==> src/rtl/reorder_buffer.sv <==
// reorder_buffer: 16-entry circular ROB. Allocates at issue, captures ALU/LSB
// results, retires in program order and flushes the pipeline on a mispredict.
//
// Ports:
//   clk, reset (async, active-low), ready (global enable)
//   issue_*  : allocate request in, issue_robpos/full out
//   alu_*    : ALU writeback (value + actual branch outcome)
//   lsb_*    : load/store writeback
//   q1_*/q2_*: combinational operand lookup with same-cycle bypass
//   commit_* : regfile unlock strobe (registered)
//   store_*  : retired-store notification (registered)
//   clear, redirect_pc : flush pulse and fetch target (registered)
// Optional: define ROB_PERF_CNT_EN to add perf_commits / perf_flushes.
module reorder_buffer #(
    parameter int ROB_SIZE = 16,
    parameter int ROB_W    = 4,
    parameter int DATA_W   = 32,
    parameter int REG_W    = 5
) (
    input  logic              clk,
    input  logic              reset,
    input  logic              ready,
    input  logic              issue_valid,
    input  logic [REG_W-1:0]  issue_rd,
    input  logic [1:0]        issue_kind,
    input  logic              issue_pred_taken,
    input  logic [DATA_W-1:0] issue_alt_pc,
    output logic [ROB_W-1:0]  issue_robpos,
    output logic              full,
    input  logic              alu_valid,
    input  logic [ROB_W-1:0]  alu_robpos,
    input  logic [DATA_W-1:0] alu_val,
    input  logic              alu_taken,
    input  logic              lsb_valid,
    input  logic [ROB_W-1:0]  lsb_robpos,
    input  logic [DATA_W-1:0] lsb_val,
    input  logic [ROB_W-1:0]  q1_robpos,
    output logic              q1_ready,
    output logic [DATA_W-1:0] q1_val,
    input  logic [ROB_W-1:0]  q2_robpos,
    output logic              q2_ready,
    output logic [DATA_W-1:0] q2_val,
    output logic              commit_valid,
    output logic [REG_W-1:0]  commit_rd,
    output logic [ROB_W-1:0]  commit_robpos,
    output logic [DATA_W-1:0] commit_val,
    output logic              store_commit,
    output logic [ROB_W-1:0]  store_robpos,
    output logic              clear,
    output logic [DATA_W-1:0] redirect_pc
`ifdef ROB_PERF_CNT_EN
    ,
    output logic [31:0]       perf_commits,
    output logic [31:0]       perf_flushes
`endif
);

    localparam logic [ROB_W:0] FULL_CNT = ROB_SIZE[ROB_W:0];

    localparam logic [1:0] K_REG    = 2'd0;
    localparam logic [1:0] K_BRANCH = 2'd1;
    localparam logic [1:0] K_STORE  = 2'd2;

    logic [ROB_SIZE-1:0] busy;
    logic [ROB_SIZE-1:0] done;
    logic [ROB_SIZE-1:0] pred_q;
    logic [ROB_SIZE-1:0] taken_q;
    logic [1:0]          kind_q [ROB_SIZE];
    logic [REG_W-1:0]    rd_q   [ROB_SIZE];
    logic [DATA_W-1:0]   val_q  [ROB_SIZE];
    logic [DATA_W-1:0]   alt_q  [ROB_SIZE];

    logic [ROB_W-1:0] head;
    logic [ROB_W-1:0] tail;
    logic [ROB_W:0]   count;

    logic do_alloc;
    logic do_commit;
    logic alu_hit;
    logic lsb_hit;
    logic mispred;

    assign full         = (count == FULL_CNT);
    assign issue_robpos = tail;

    assign do_alloc  = issue_valid && !full && !clear;
    assign do_commit = busy[head] && done[head] && !clear;
    assign alu_hit   = alu_valid && !clear && busy[alu_robpos];
    assign lsb_hit   = lsb_valid && !clear && busy[lsb_robpos];
    assign mispred   = do_commit && (kind_q[head] == K_BRANCH)
                       && (taken_q[head] != pred_q[head]);

    always_ff @(posedge clk or negedge reset) begin
        if (!reset) begin
            head          <= '0;
            tail          <= '0;
            count         <= '0;
            busy          <= '0;
            done          <= '0;
            pred_q        <= '0;
            taken_q       <= '0;
            commit_valid  <= 1'b0;
            commit_rd     <= '0;
            commit_robpos <= '0;
            commit_val    <= '0;
            store_commit  <= 1'b0;
            store_robpos  <= '0;
            clear         <= 1'b0;
            redirect_pc   <= '0;
            for (int i = 0; i < ROB_SIZE; i++) begin
                kind_q[i] <= '0;
                rd_q[i]   <= '0;
                val_q[i]  <= '0;
                alt_q[i]  <= '0;
            end
        end else if (ready) begin
            if (clear) begin
                // Flush cycle: everything in flight is younger than the
                // mispredicted branch, so the whole buffer is discarded.
                head          <= '0;
                tail          <= '0;
                count         <= '0;
                busy          <= '0;
                done          <= '0;
                commit_valid  <= 1'b0;
                commit_rd     <= '0;
                commit_robpos <= '0;
                commit_val    <= '0;
                store_commit  <= 1'b0;
                store_robpos  <= '0;
                clear         <= 1'b0;
                redirect_pc   <= '0;
            end else begin
                // LSB first so an ALU write to the same slot overrides it.
                if (lsb_hit) begin
                    val_q[lsb_robpos] <= lsb_val;
                    done[lsb_robpos]  <= 1'b1;
                end
                if (alu_hit) begin
                    val_q[alu_robpos]   <= alu_val;
                    taken_q[alu_robpos] <= alu_taken;
                    done[alu_robpos]    <= 1'b1;
                end

                if (do_commit) begin
                    busy[head] <= 1'b0;
                    done[head] <= 1'b0;
                    head       <= head + 1'b1;
                end

                // tail can only equal a busy head when full, which blocks
                // allocation, so this never collides with the commit above.
                if (do_alloc) begin
                    busy[tail]    <= 1'b1;
                    done[tail]    <= 1'b0;
                    kind_q[tail]  <= issue_kind;
                    rd_q[tail]    <= issue_rd;
                    pred_q[tail]  <= issue_pred_taken;
                    alt_q[tail]   <= issue_alt_pc;
                    taken_q[tail] <= 1'b0;
                    val_q[tail]   <= '0;
                    tail          <= tail + 1'b1;
                end

                case ({do_alloc, do_commit})
                    2'b10:   count <= count + 1'b1;
                    2'b01:   count <= count - 1'b1;
                    default: count <= count;
                endcase

                commit_valid  <= do_commit;
                commit_robpos <= do_commit ? head : '0;
                commit_val    <= do_commit ? val_q[head] : '0;
                commit_rd     <= (do_commit && kind_q[head] == K_REG)
                                 ? rd_q[head] : '0;

                store_commit  <= do_commit && (kind_q[head] == K_STORE);
                store_robpos  <= (do_commit && kind_q[head] == K_STORE)
                                 ? head : '0;

                clear         <= mispred;
                redirect_pc   <= mispred ? alt_q[head] : '0;
            end
        end
    end

    // Operand lookup: an in-flight writeback is forwarded before it lands.
    always_comb begin
        q1_ready = 1'b0;
        q1_val   = '0;
        if (alu_valid && alu_robpos == q1_robpos) begin
            q1_ready = 1'b1;
            q1_val   = alu_val;
        end else if (lsb_valid && lsb_robpos == q1_robpos) begin
            q1_ready = 1'b1;
            q1_val   = lsb_val;
        end else if (done[q1_robpos]) begin
            q1_ready = 1'b1;
            q1_val   = val_q[q1_robpos];
        end
    end

    always_comb begin
        q2_ready = 1'b0;
        q2_val   = '0;
        if (alu_valid && alu_robpos == q2_robpos) begin
            q2_ready = 1'b1;
            q2_val   = alu_val;
        end else if (lsb_valid && lsb_robpos == q2_robpos) begin
            q2_ready = 1'b1;
            q2_val   = lsb_val;
        end else if (done[q2_robpos]) begin
            q2_ready = 1'b1;
            q2_val   = val_q[q2_robpos];
        end
    end

`ifdef ROB_PERF_CNT_EN
    always_ff @(posedge clk or negedge reset) begin
        if (!reset) begin
            perf_commits <= '0;
            perf_flushes <= '0;
        end else if (ready) begin
            if (do_commit) perf_commits <= perf_commits + 32'd1;
            if (mispred)   perf_flushes <= perf_flushes + 32'd1;
        end
    end
`endif

endmodule

==> config.mk <==
export PLATFORM = sky130hd
export DESIGN_NAME = reorder_buffer
export DESIGN_NICKNAME = d
export VERILOG_FILES = /design/src/rtl/reorder_buffer.sv
export SDC_FILE = /design/constraint.sdc
export NUM_CORES = 2
export LEC_CHECK = 0
export CAP_MARGIN = 5
export CORE_MARGIN = 4
export CORE_UTILIZATION = 56
export DETAILED_ROUTE_END_ITERATION = 16
export PLACE_DENSITY_LB_ADDON = 0.1
export SLEW_MARGIN = 20
export SYNTH_ARGS = -nofsm -noshare
export SYNTH_HDL_FRONTEND = slang
export SYNTH_SLANG_ARGS = --single-unit
==> constraint.sdc <==
create_clock -name clk -period 3.25 [get_ports clk]
set_input_delay 0.8125 -clock clk [delete_from_list [all_inputs] [get_ports clk]]
set_output_delay 0.8125 -clock clk [all_outputs]
set_load 0.1 [all_outputs]
==> results.ini <==
[routing]
drc=0
route.antenna.remaining_nets=0
drt_iter0_drc=10300
firstDrtPassIters=10
vias=69800
wl_per_cell_um=34.1
wirelength_mm=317
routed_via_density=7.50

[floorplan]
dieArea_um2=144000
core_region_area_um2=137000
row_count=136
die_h_um=380
initial_core_util_pct=56.4
ios=278
die_x_um=380

[pwr]
power.leakage_nw=39.6
power_density_nw_per_um2=663
total_power_mw=63.8
ir_worst_vdd_uv=585

[setup_path]
critPathLaunchType=register
crit_fanout=9
critical_path_class=register to primary output
crit_buf_inv=3
critPathMaxStageDelay_ns=0.48
crit_family=multiplexers
worstPathArrival_ns=3.24
path_cells=mux4_2 -> mux2_4 -> o21ai_4 -> buf_12 -> clkbuf_16 -> a2111oi_1 -> a21oi_1 -> o21ai_4 -> buf_12
cp-end-kind=primary output
slowest_stage=mux4_2
cp.required_ns=2.44
rrSetupSlack_ns=-0.02

[layout]
fin_cells=9298
drive_gt1_share_pct=36.9
final_cell_mix=dfrtp_1, o21ai_0, nand2_1
final_common_cell=dfrtp_1
nNetsFinal=7506
fill_cells=9720
area_delta_synth_final_pct=24.2
finalCoreUtilization_pct=70.0

[clock_tree]
cts.reportedPaths.clkPinSlew_ns=0.06
clock_path_buffers=3
clk_latency_ns=0.82
cts_made_buffers=145
cts_tree=yes
cts.sink_count=1293
cts-htree-levels=4
clockRootBuffer=clkbuf_16

[timing]
maxSlewHeadroom_pct=40.6
setup_viol=67
fin_crit_ns=4.05
skew_ns=0.0705
tightest_slew_ns=0.888
fin_ws_ns=-0.799
fin_crit_sh_pct=125
clock.fmax_mhz=247
finalHoldViolations=0
report.final.slew_viol_count=0
rsz0062_at_grt=true

[hold_path]
min_path_type=register to register

[global_routing]
grt_usage_pct=42.6
grt_pass1_wl_mm=460
grt_max_degree=125
grt_pass1_vias=69100
grt_overflow_total=0
antenna_found_initial=23

[logic_synthesis]
ys_warn_count=0
synthArstFlopShare_pct=100
avgSynthCellArea_um2=11.1
synth.yosys.seq_area_share_pct=41.8
netlist_instances=6979
synth_edf_count=0
ys_ff_latch=1293
synthDistinctLibCells=66
syn_nets=7116
synthFlopType=dfrtp_1
syn_area_um2=77500

[place]
dp_hpwl_mm=196
dp_cells=8963
globalplace.congestion=0.985
portBuffers=277

[status]
status=finished, violations left
violations=setup timing

[run]
drv_cap=0

## power by group
part	leakage (nW)	internal [mW]	total [mW]	switching, mW
clock	2.39	9.71	17.1	7.35
sequential	17.2	20.5	23.5	3.02
combinational	20.1	11.6	23.2	11.6
## cells in the mapped netlist, drive strengths merged (57+ instances only)
master,n,area share [%]
nor2,166,0.84
clkbuf,584,2.8
nand2,763,3.7
o31ai,70,0.68
mux4,643,19
dfrtp,1293,42
a211oi,64,0.62
a2111oi,64,0.72
nor2b,71,0.57
mux2,644,9.4
a21boi,97,0.94
mux2i,67,0.87
a221o,223,2.9
buf,259,1.6
o2bb2ai,57,0.64
o21ai,1022,6.6
a21oi,629,4.1
## registers in the layout, summed over array words and instances (netlist names), 5 cells and up
name	flops
alt_q	512
val_q	512
rd_q	80
commit_val	32
kind_q	32
redirect_pc	32
busy	16
done	16
pred_q	16
taken_q	16
commit_rd	5
count	5
## layout make-up
class                   instances  area [um2]  area share [%]
clock buffers                 211        4240            4.40
inverters                      19        92.6          0.0962
multi-input cells            4824       43900            45.5
repair buffers               1086       12700            13.2
clock inverters                45         667           0.693
well taps                    1794        2240            2.33
diodes                         26        65.1          0.0676
flip-flops and latches       1293       32400            33.6
## per-stage QoR
step                hold WS, ns  TNS [ns]  area (um2)  worst slack, ns
floorplan                 0.461    -21.24       78600           -0.342
global placement          0.470   -244.51       89700           -0.863
detailed placement        0.474   -272.53       89700           -0.930
CTS                       0.456    -42.51       95100           -0.719
global route              0.506    -48.33       96200           -0.804
finish                    0.489    -46.64       96300           -0.799
## timing repair
action / 4_1_cts / 5_1_grt
endpoints found under the setup margin: 67 / 68
pin swaps: 12 / 28
buffers inserted: 18 / 23
hold endpoints to repair: 27 / 0
cloned: 3 / 10
hold buffers: 1 / 0
resized for setup: 83 / 152
## cells by family after synthesis
logic type	synth area share [%]
buffers and inverters	4.50
xor gates and xnor gates	0.226
and+or+nand+nor	5.90
DFF	41.8
AOI/OAI and AO/OA	18.6
muxes	28.9
adders and majority gates	0.161
## path summary, 6_finish.rpt
| path | from | endpoint | cells after the start |
|---|---|---|---|
| max in group asynchronous | reset | commit_val[20]$_DFFE_PN0P_ | 4 |
| setup reg to reg | head[1]$_DFFE_PN0P_ | count[4]$_DFFE_PN0P_ | 12 |
| hold / removal | commit_val[11]$_DFFE_PN0P_ | commit_val[11]$_DFFE_PN0P_ | 1 |
| min in group asynchronous | reset | val_q[199]$_DFFE_PN0P_ | 2 |
| setup / recovery | done[2]$_DFFE_PN0P_ | q2_val[1] | 9 |
| hold reg to reg | commit_val[11]$_DFFE_PN0P_ | commit_val[11]$_DFFE_PN0P_ | 1 |
## layer usage
layer  routed length [um]  GRT usage (%)  vias to the layer above
met4                26300           27.5                       12
li1                     -              -                    27300
met2               138000           62.5                     5943
met5                  191          0.364                        -
met1               109000           53.6                    34800
met3                44000           15.3                     1692
No activity file was read; power rests on OpenSTA's default activity.
